**src/rtl/rob_tag_ctrl.sv**
```systemverilog
// Tag issue/retire controller for a reorder buffer: hands out sequential tags,
// checks that retirements come back in order, and supports a drain handshake.
module rob_tag_ctrl #(
    parameter int TAG_W = 10,
    parameter int DEPTH = 64
) (
    input  logic             clk,
    input  logic             rst_n,
    input  logic             req_valid_i,
    output logic             req_ready_o,
    output logic [TAG_W-1:0] req_tag_o,
    input  logic             ret_valid_i,
    input  logic             ret_ready_i,
    input  logic [15:0]      ret_rid_i,
    input  logic             drain_i,
    output logic             drained_o,
    output logic [10:0]      outstanding_o,
    output logic             err_o
);

    typedef enum logic [1:0] {
        ST_RUN,
        ST_DRAIN,
        ST_DRAINED
    } state_t;

    localparam logic [10:0] DEPTH_C = 11'(DEPTH);

    state_t           state;
    logic [TAG_W-1:0] next_tag;
    logic [TAG_W-1:0] exp_tag;
    logic [10:0]      count;

    logic req_fire;
    logic ret_fire;
    logic ret_ok;
    logic rid_bad;

    // Only the low TAG_W bits of the ROB id carry the tag.
    logic unused_rid_hi;
    assign unused_rid_hi = ^ret_rid_i[15:TAG_W];

    assign req_ready_o   = (state == ST_RUN) && !drain_i && (count < DEPTH_C);
    assign req_tag_o     = next_tag;
    assign outstanding_o = count;

    assign req_fire = req_valid_i && req_ready_o;
    assign ret_fire = ret_valid_i && ret_ready_i;
    // A retire with nothing outstanding is an error and must not move the counters.
    assign ret_ok   = ret_fire && (count != 11'd0);
    assign rid_bad  = ret_ok && (ret_rid_i[TAG_W-1:0] != exp_tag);

    always_ff @(posedge clk or negedge rst_n) begin
        if (!rst_n) begin
            next_tag <= '0;
            exp_tag  <= '0;
            count    <= '0;
            err_o    <= 1'b0;
        end else begin
            if (req_fire) begin
                next_tag <= next_tag + TAG_W'(1);
            end
            if (ret_ok) begin
                exp_tag <= exp_tag + TAG_W'(1);
            end
            case ({req_fire, ret_ok})
                2'b10:   count <= count + 11'd1;
                2'b01:   count <= count - 11'd1;
                default: count <= count;
            endcase
            if (rid_bad || (ret_fire && (count == 11'd0))) begin
                err_o <= 1'b1;
            end
        end
    end

    always_ff @(posedge clk or negedge rst_n) begin
        if (!rst_n) begin
            state     <= ST_RUN;
            drained_o <= 1'b0;
        end else begin
            case (state)
                ST_RUN: begin
                    if (drain_i) begin
                        state <= ST_DRAIN;
                    end
                end
                ST_DRAIN: begin
                    if (!drain_i) begin
                        state <= ST_RUN;
                    end else if ((count == 11'd0) && !req_fire) begin
                        state     <= ST_DRAINED;
                        drained_o <= 1'b1;
                    end
                end
                ST_DRAINED: begin
                    if (!drain_i) begin
                        state     <= ST_RUN;
                        drained_o <= 1'b0;
                    end
                end
                default: begin
                    state     <= ST_RUN;
                    drained_o <= 1'b0;
                end
            endcase
        end
    end

endmodule

```
**config.mk**
```make
export PLATFORM = sky130hd
export DESIGN_NAME = rob_tag_ctrl
export DESIGN_NICKNAME = d
export VERILOG_FILES = /design/src/rtl/rob_tag_ctrl.sv
export SDC_FILE = /design/constraint.sdc
export NUM_CORES = 1
export LEC_CHECK = 0
export BUFFER_PORTS_ARGS = -buffer_cell sky130_fd_sc_hd__buf_2
export CAP_MARGIN = 5
export CORE_AREA = 5 5 68 76
export CTS_CLUSTER_SIZE = 10
export DETAILED_ROUTE_END_ITERATION = 8
export DIE_AREA = 0 0 73 81
export PLACE_DENSITY_LB_ADDON = 0.15
export SLEW_MARGIN = 20
export SYNTH_ARGS = -nofsm -noshare
export SYNTH_HDL_FRONTEND = slang
export SYNTH_SLANG_ARGS = --single-unit
```
**constraint.sdc**
```tcl
create_clock -name clk -period 6.75 [get_ports clk]
set_clock_uncertainty 0.05 [all_clocks]
set_input_delay 0.3375 -clock clk [delete_from_list [all_inputs] [get_ports clk]]
set_output_delay 0.3375 -clock clk [all_outputs]
set_load 0.005 [all_outputs]
```
==> results.cfg, run 1 <==
[min_path]
worstHoldPathType = in2async

[die]
boundaryPins = 46
die_area_um2 = 5913
die_x_um = 73
num_rows = 25
initial_utilization = 0.4824
fp.coreArea_um2 = 4254
dieHeight_um = 81

[route]
drc = 0
first_pass_iters = 4
avgViaCountPerCell = 5.401
vias = 1658
drt-total-wl_mm = 4.154
wl_per_cell_um = 13.53
ant_nets = 0
drt_iter0_markers = 69

[critical_path]
cp-start-kind = flop
crit_type = reg2reg
critPathTopFamily = simple AND/OR/NAND/NOR gates
r2r_end = outstanding_o[10]
end_kind = flop
crit_chain = nor4_1 -> and3b_1 -> and2_1 -> inv_1 -> ha_1 -> ha_1 -> nor2b_4 -> o31a_1 -> o31a_1 -> mux2_4 -> a2111oi_1
crit_start = outstanding_o[7]
worst-path-buf-inv = 1
max_stage_delay_ns = 0.41
rrSetupSlack_ns = 3.01
worstPathArrival_ns = 3.85
crit_path_top_delay_cell = dfrtp_1
required_ns = 6.86
worst_r2r_path_depth = 11
r2r_start = outstanding_o[7]
crit_fanout = 12

[synth]
synth-edff-count = 0
synthMuxAreaShare = 0.01768
synth_top_family_by_area = simple AND/OR/NAND/NOR gates
yosysWarnings = 0
syn_area_um2 = 2052
synth_ff_type = dfrtp_1
synthSimpleGateAreaFrac = 0.1872
async_flop_share = 1.000
synth_adder_area_share = 0.08293
synth_compound_area_frac = 0.1238
synth_xor_area_frac = 0.1366
ys_seq_elements = 35
ys_seq_area_frac = 0.4268
synth.avg_cell_area_um2 = 9.771
postSynthCellCount = 210
syn_nets = 245
yosysUniqueCellTypes = 41

[global_route]
grt_pass1_wl_mm = 6.748
grt_max_degree = 36
grt_pass1_vias = 1490
grt_remaining_overflow = 0
grt_usage = 0.1469
antenna_found_initial = 0

[final_layout]
post-route-cell-area_um2 = 2379
layout.nets = 287
seq_area_um2 = 875.8
fillers = 420
final_cell_mix = 39 x buf_2, 35 x dfrtp_1, 22 x nand2_1
final_common_cell = buf_2
syn_to_final_growth_pct = 15.91
multiInputGateArea_um2 = 1125
antenna_cells = 0
layout-drive-gt1-share = 0.1937

[job]
drv_cap = 0

[clock_tree]
cts_made_buffers = 5
cts_setup_buffers = 0
cts_root_buffer = clkbuf_8
cts-hold-fix-buffers = 0
clk_pin_slew_ns = 0.07
cts-resized-gates = 0
clk_path_buf_depth = 2
h-tree-depth = 2
cts_sinks = 35
clk_latency_ns = 0.28
cts_tree = done

[placement]
routabilityCongestion = 0.7823
placement.cell_area_um2 = 2297
hpwl_mm = 3.147
portBuffers = 39

[timing]
clock.fmax_mhz = 267.1
max_slew.worst_pin.slew_ns = 0.7583
fin_setup_tns_ns = 0
fin_crit_sh = 0.5547
setup_violations = 0
rsz0062_at_grt = no
finalMaxSlewViolations = 0
slew-limit-headroom = 0.4945
report.final.hold_viol_count = 0
fin_crit_ns = 3.744

[power_and_ir_drop]
leakage_nw = 1.165
cellPowerDensity_nw_per_um2 = 325.7
power_w = 0.0007747
ir_worst_vdd_v = 0.0001640

[run_status]
status = finished clean
[how the worst max path moves through the flow]
stage | slack (ns) | end | cells after the start
finish | 3.01 | outstanding_o[10] | 11
global route | 2.71 | outstanding_o[10] | 11
CTS | 2.94 | outstanding_o[10] | 11
detailed placement | 2.98 | outstanding_o[10] | 11
global placement | 2.97 | outstanding_o[10] | 11
floorplan | 3.38 | outstanding_o[10] | 12
[through the flow]
step	utilization	cells	hold WS, ns	setup slack [ns]
final	0.5591	307	0.07466	3.006
after global routing	0.5591	307	0.1392	2.710
after CTS	0.5591	307	0.1073	2.941
after detailed placement	0.5400	299	0.4112	2.982
after global placement	0.5400	299	0.4046	2.965
after floorplan	-	210	-0.008091	3.382
[layout make-up]
class                   count  area share
multi-input cells         162      0.4729
inverters                   9     0.01420
clock buffers               7     0.03209
flip-flops and latches     35      0.3682
well taps                  54     0.02841
clock inverters             1    0.002104
repair buffers             39     0.08206
[worst reg2reg max path, stage by stage (launching register included)]
cell       delay [ns]
dfrtp_1          0.41
nor4_1           0.35
and3b_1          0.24
and2_1           0.24
inv_1            0.16
ha_1             0.41
ha_1             0.41
nor2b_4          0.15
o31a_1           0.28
o31a_1           0.30
mux2_4           0.30
a2111oi_1        0.31
[sequential cells by signal, summed over array words and instances (netlist names)]
name	flops
outstanding_o	11
exp_tag	10
req_tag_o	10
state	2
drained_o	1
err_o	1
[power by group]
group          internal [W]  switching [W]  total, W
clock             0.0000724      0.0000714  0.000144
sequential         0.000264      0.0000716  0.000336
combinational      0.000147       0.000148  0.000295
[synth_stat cells (2+ instances only)]
cell type,instances,area [µm²]
nand3_1,7,35.03
o21ai_0,13,65.06
o31a_1,2,17.52
nor4_1,3,18.77
o21bai_1,2,15.01
dfrtp_1,35,875.8
nand2_1,22,82.58
ha_1,12,150.1
xnor2_1,20,175.2
and2_1,2,12.51
nand4_1,7,43.79
and3b_1,3,26.28
nor3_1,9,45.04
nor2_1,13,48.80
xor2_1,12,105.1
buf_2,2,10.01
o21a_1,3,22.52
a21oi_1,7,35.03
a21o_1,2,15.01
and3_1,5,31.28
inv_1,9,33.78
[metal layers]
| layer | track usage | vias to the layer above | wire length [µm] |
|---|---|---|---|
| met5 | 0 | - | 0 |
| met4 | 0.05535 | 0 | 65 |
| met3 | 0.03342 | 7 | 168 |
| met2 | 0.2460 | 32 | 1998 |
| met1 | 0.1829 | 783 | 1921 |
| li1 | - | 836 | - |
[cells by family (layout without fill, tap and decap cells)]
| group | after synthesis | after routing |
|---|---|---|
| AOI/OAI and AO/OA | 39 | 39 |
| buffers and inverters | 13 | 56 |
| xor gates and xnor gates | 32 | 32 |
| DFF | 35 | 35 |
| muxes | 3 | 3 |
| and+or+nand+nor | 75 | 75 |
| adders and majority gates | 13 | 13 |
Power figures use the tool's default switching activity.
==> inputs of run 2 (changes only) <==
clock period = 3.2 ns   (was 6.75 ns; I/O delays follow)
==> run 2 against run 1 <==
Clock power rose by 130%; final area up 7.7%; worst hold slack better by 0.021 ns; routed wire length up 9.9%; largest power group is now combinational logic.
==> results.cfg, run 2 (synthesized netlist as in run 1, its figures left out) <==
[clock_tree]
cts_made_buffers = 5
cts_sinks = 35
cts_tree = done
clk_pin_slew_ns = 0.07
clk_latency_ns = 0.28
cts_setup_buffers = 0
cts_root_buffer = clkbuf_8
clk_path_buf_depth = 2
h-tree-depth = 2

[route]
drt-total-wl_mm = 4.565
vias = 1750
wl_per_cell_um = 14.00
avgViaCountPerCell = 5.368
ant_nets = 0
drt_iter0_markers = 116
drc = 0
first_pass_iters = 4

[timing]
finalMaxSlewViolations = 0
hold_ws_ns = 0.09527
fin_setup_tns_ns = 0
setup_violations = 0
fin_crit_ns = 3.124
fin_crit_sh = 0.9763
setup_ws_ns = 0.07586
rsz0062_at_grt = yes
report.final.hold_viol_count = 0
max_slew.worst_pin.slew_ns = 0.7950
slew-limit-headroom = 0.4700
clock.fmax_mhz = 320.1

[placement]
hpwl_mm = 3.443
placement.cell_area_um2 = 2452
routabilityCongestion = 0.7938
portBuffers = 39
pre_cts_ws_ns = -0.01108

[run_status]
status = finished clean

[final_layout]
layout-drive-gt1-share = 0.2721
largest_reg_flops = 11
final_cell_mix = 39 x buf_2, 35 x dfrtp_1, 22 x nand2_1
final_common_cell = buf_2
syn_to_final_growth_pct = 24.88
antenna_cells = 0
fin_util = 0.6024
layout.nets = 307
post-route-cell-area_um2 = 2562

[die]
num_rows = 25
initial_utilization = 0.4824
dieHeight_um = 81
fp.coreArea_um2 = 4254
die_x_um = 73
die_area_um2 = 5913
boundaryPins = 46

[critical_path]
end_kind = flop
worstPathArrival_ns = 3.23
required_ns = 3.31
crit_fanout = 9
cp-start-kind = flop
crit_type = reg2reg

[min_path]
worstHoldPathType = in2reg

[power_and_ir_drop]
leakage_nw = 1.270
cellPowerDensity_nw_per_um2 = 702.9
ir_worst_vdd_v = 0.0003532

[global_route]
grt_pass1_wl_mm = 7.659
grt_usage = 0.1672
grt_pass1_vias = 1661
antenna_found_initial = 0
grt_remaining_overflow = 0
grt_max_degree = 36

[job]
drv_cap = 0
==> run 2: cell type report <==
cell class / instances / area (µm²)
fill: 401 / 1692
multi-input combinational: 162 / 1150
sequential: 35 / 875.8
timing repair buffer: 59 / 347.8
clock buffer: 6 / 82.58
tap: 54 / 67.56
inverter: 9 / 33.78
clock inverter: 1 / 5.005
==> run 2: stage by stage <==
step / total power, W / std cells
final: 0.001801 / 326
after global routing: 0.001952 / 326
after CTS: 0.001811 / 326
after detailed placement: 0.001474 / 318
after global placement: 0.001450 / 318
after floorplan: 0.001142 / 210
==> run 2: final timing paths <==
| path | startpoint | endpoint | slack, ns | cells after the start |
|---|---|---|---|---|
| min reg2reg | req_tag_o[9] | req_tag_o[9] | 0.41 | 1 |
| max in group asynchronous | rst_n | outstanding_o[9] | 2.15 | 2 |
| min in group asynchronous | rst_n | req_tag_o[6] | 0.45 | 2 |
| max | outstanding_o[8] | outstanding_o[10] | 0.08 | 11 |
| min | drain_i | drained_o | 0.1 | 3 |
| max reg2reg | outstanding_o[8] | outstanding_o[10] | 0.08 | 11 |
==> run 2: power breakdown <==
group | leakage (nW) | internal [W] | switching [W]
sequential | 0.444 | 0.000557 | 0.000122
combinational | 0.779 | 0.000413 | 0.000385
clock | 0.0470 | 0.000169 | 0.000156
==> run 2: layer usage <==
layer	GRT usage	vias to the layer above	wire [µm]
met1	0.2129	833	1958
met2	0.2782	41	2331
met5	0	-	0
li1	-	871	-
met3	0.03837	5	227
met4	0.05535	0	48
==> run 2: critical path, cell delays in order (launching register included) <==
cell and delay [ns]:
dfrtp_1 0.39, nor4_2 0.31, and3b_1 0.22, and2_1 0.16, inv_2 0.06, ha_4 0.20
ha_1 0.30, nor2b_4 0.13, o31a_1 0.26, o31a_1 0.29, mux2_4 0.31, a2111oi_1 0.33
==> run 2: repair_timing <==
action                                 in CTS  in global routing
endpoints found under the hold margin      35                  0
setup endpoints to repair                   1                  2
gates cloned                                0                  0
hold buffers                                1                  0
gates resized for setup                     1                  2
==> inputs of run 3 (changes only) <==
GPL_ROUTABILITY_DRIVEN = 1   (was not set)
clock period = 2.9 ns   (was 3.2 ns; I/O delays follow)
==> run 3 against run 2 <==
The flow now finishes with violations (negative setup slack); final area increased by 11%; non-clock buffer count increased by 19; routed wire length increased by 4.2%; sequential cell count unchanged; sequential power increased by 10%; via count increased by 3.9%; die area unchanged; maximum frequency increased by 7.2%; clock power increased by 3%; largest cell class unchanged; largest power group unchanged.
==> results.cfg, run 3 (synthesized netlist as in run 1, its figures left out) <==
[run_status]
status = complete, but fails checks
violations = negative setup slack

[die]
die_area_um2 = 5913
dieHeight_um = 81
initial_utilization = 0.4824
fp.coreArea_um2 = 4254
boundaryPins = 46
num_rows = 25
die_x_um = 73

[route]
drt_iter0_markers = 75
drt-total-wl_mm = 4.755
wl_per_cell_um = 13.74
ant_nets = 0
first_pass_iters = 4
avgViaCountPerCell = 5.257
drc = 0
vias = 1819

[final_layout]
antenna_cells = 0
final_cell_mix = 39 x buf_2, 35 x dfrtp_1, 34 x buf_4
layout-drive-gt1-share = 0.3664
layout.nets = 326
largest_reg_flops = 11
final_common_cell = buf_2
syn_to_final_growth_pct = 38.66
fillers = 357
instances_no_fill = 346

[critical_path]
max_stage_delay_ns = 0.39
cp-start-kind = flop
worstPathArrival_ns = 3.04
critPathTopFamily = simple AND/OR/NAND/NOR gates
required_ns = 3.03
crit_fanout = 8
worst_path_most_repeated_cell = ha_4
end_kind = flop
crit_chain = nor4_2 -> and3b_1 -> and2_4 -> inv_6 -> ha_4 -> buf_6 -> ha_4 -> and3_4 -> o211a_1 -> o31a_1 -> mux2_4 -> a2111oi_4
crit_type = reg2reg
worst-path-buf-inv = 2
crit_path_top_delay_cell = dfrtp_1

[global_route]
grt_pass1_vias = 1835
grt_remaining_overflow = 0
grt_pass1_wl_mm = 8.307
antenna_found_initial = 0
grt_max_degree = 36
grt_usage = 0.1791

[timing]
rsz0062_at_grt = yes
fin_setup_tns_ns = -0.01312
fin_crit_sh = 1.005
clock.fmax_mhz = 343.3
setup_ws_ns = -0.01312
slew-limit-headroom = 0.4860
max_slew.worst_pin.slew_ns = 0.7710
finalMaxSlewViolations = 0
fin_crit_ns = 2.913
setup_violations = 1
report.final.hold_viol_count = 0

[power_and_ir_drop]
leakage_nw = 1.375
ir_worst_vdd_v = 0.0004157
cellPowerDensity_nw_per_um2 = 769.0
power_w = 0.002188

[placement]
dp.cells = 333
routabilityCongestion = 0.8653
pre_cts_ws_ns = -0.1599
portBuffers = 39
hpwl_mm = 3.620

[min_path]
worstHoldPathType = in2reg

[clock_tree]
cts_root_buffer = clkbuf_8
cts_tree = done
clk_path_buf_depth = 2
clk_latency_ns = 0.28
clk_pin_slew_ns = 0.06
h-tree-depth = 2
cts_made_buffers = 5
cts_sinks = 35

[job]
drv_cap = 0
## run 3: cell count changes in the layout (fill, tap and decap cells not counted), moves of 2 or more
cell and delta:
ha_4 +5, ha_1 -5, buf_4 +15, buf_6 +4, o21ai_1 +2, o21ai_0 -3
and3_4 +2, clkbuf_1 +2
## run 3: timing repair
| item | 4_1_cts | 5_1_grt |
|---|---|---|
| buffers inserted | 2 | 2 |
| setup endpoints to repair | 4 | 5 |
| pin swaps | 9 | 12 |
| hold buffers | 1 | 0 |
| hold endpoints to repair | 35 | 0 |
| resized for setup | 12 | 10 |
## run 3: path summary, 6_finish.rpt
check | slack (ns) | depth (start not counted) | end | startpoint
setup reg to reg | -0.01 | 12 | outstanding_o[10] | outstanding_o[9]
hold / removal | 0.09 | 2 | state[1] | drain_i
hold reg to reg | 0.42 | 1 | req_tag_o[9] | req_tag_o[9]
max in group asynchronous | 1.89 | 2 | outstanding_o[10] | rst_n
min in group asynchronous | 0.42 | 2 | req_tag_o[0] | rst_n
setup / recovery | -0.01 | 12 | outstanding_o[10] | outstanding_o[9]
## run 3: power by group
part	switching, W	internal, W
Clock	0.000168	0.000168
Combinational	0.000502	0.000601
Sequential	0.000133	0.000615
## run 3: worst reg2reg max path, cell delays in order (launching register included)
cell       delay [ns]
dfrtp_1          0.39
nor4_2           0.29
and3b_1          0.23
and2_4           0.18
inv_6            0.03
ha_4             0.20
buf_6            0.15
ha_4             0.27
and3_4           0.18
o211a_1          0.14
o31a_1           0.22
mux2_4           0.33
a2111oi_4        0.17
## run 3: area by class of cell
type,instances,area [µm²],area share
Inverter,9,41.29,0.01451
Sequential cell,35,875.8,0.3078
Clock buffer,7,76.32,0.02682
Clock inverter,1,5.005,0.001759
Multi-Input combinational cell,162,1274,0.4477
Timing Repair Buffer,78,505.5,0.1777
Tap cell,54,67.56,0.02375
## run 3: stage by stage
stage / util / instance area, µm² / hold slack [ns]
6_report: 0.6688 / 2845 / 0.08501
5_1_grt: 0.6688 / 2845 / 0.08808
4_1_cts: 0.6585 / 2801 / 0.08044
3_5_place_dp: 0.6165 / 2623 / 0.2220
3_3_place_gp: 0.6165 / 2623 / 0.2152
2_1_floorplan: - / 2130 / -0.2006
## run 3: per-layer routing
metal	global-route usage	share of wire	wire length, µm	up-vias
met1	0.2090	0.42	1983	873
met5	0	0	0	-
met4	0.04982	0.013	60	0
li1	-	-	-	911
met2	0.3283	0.53	2507	30
met3	0.03589	0.043	203	5
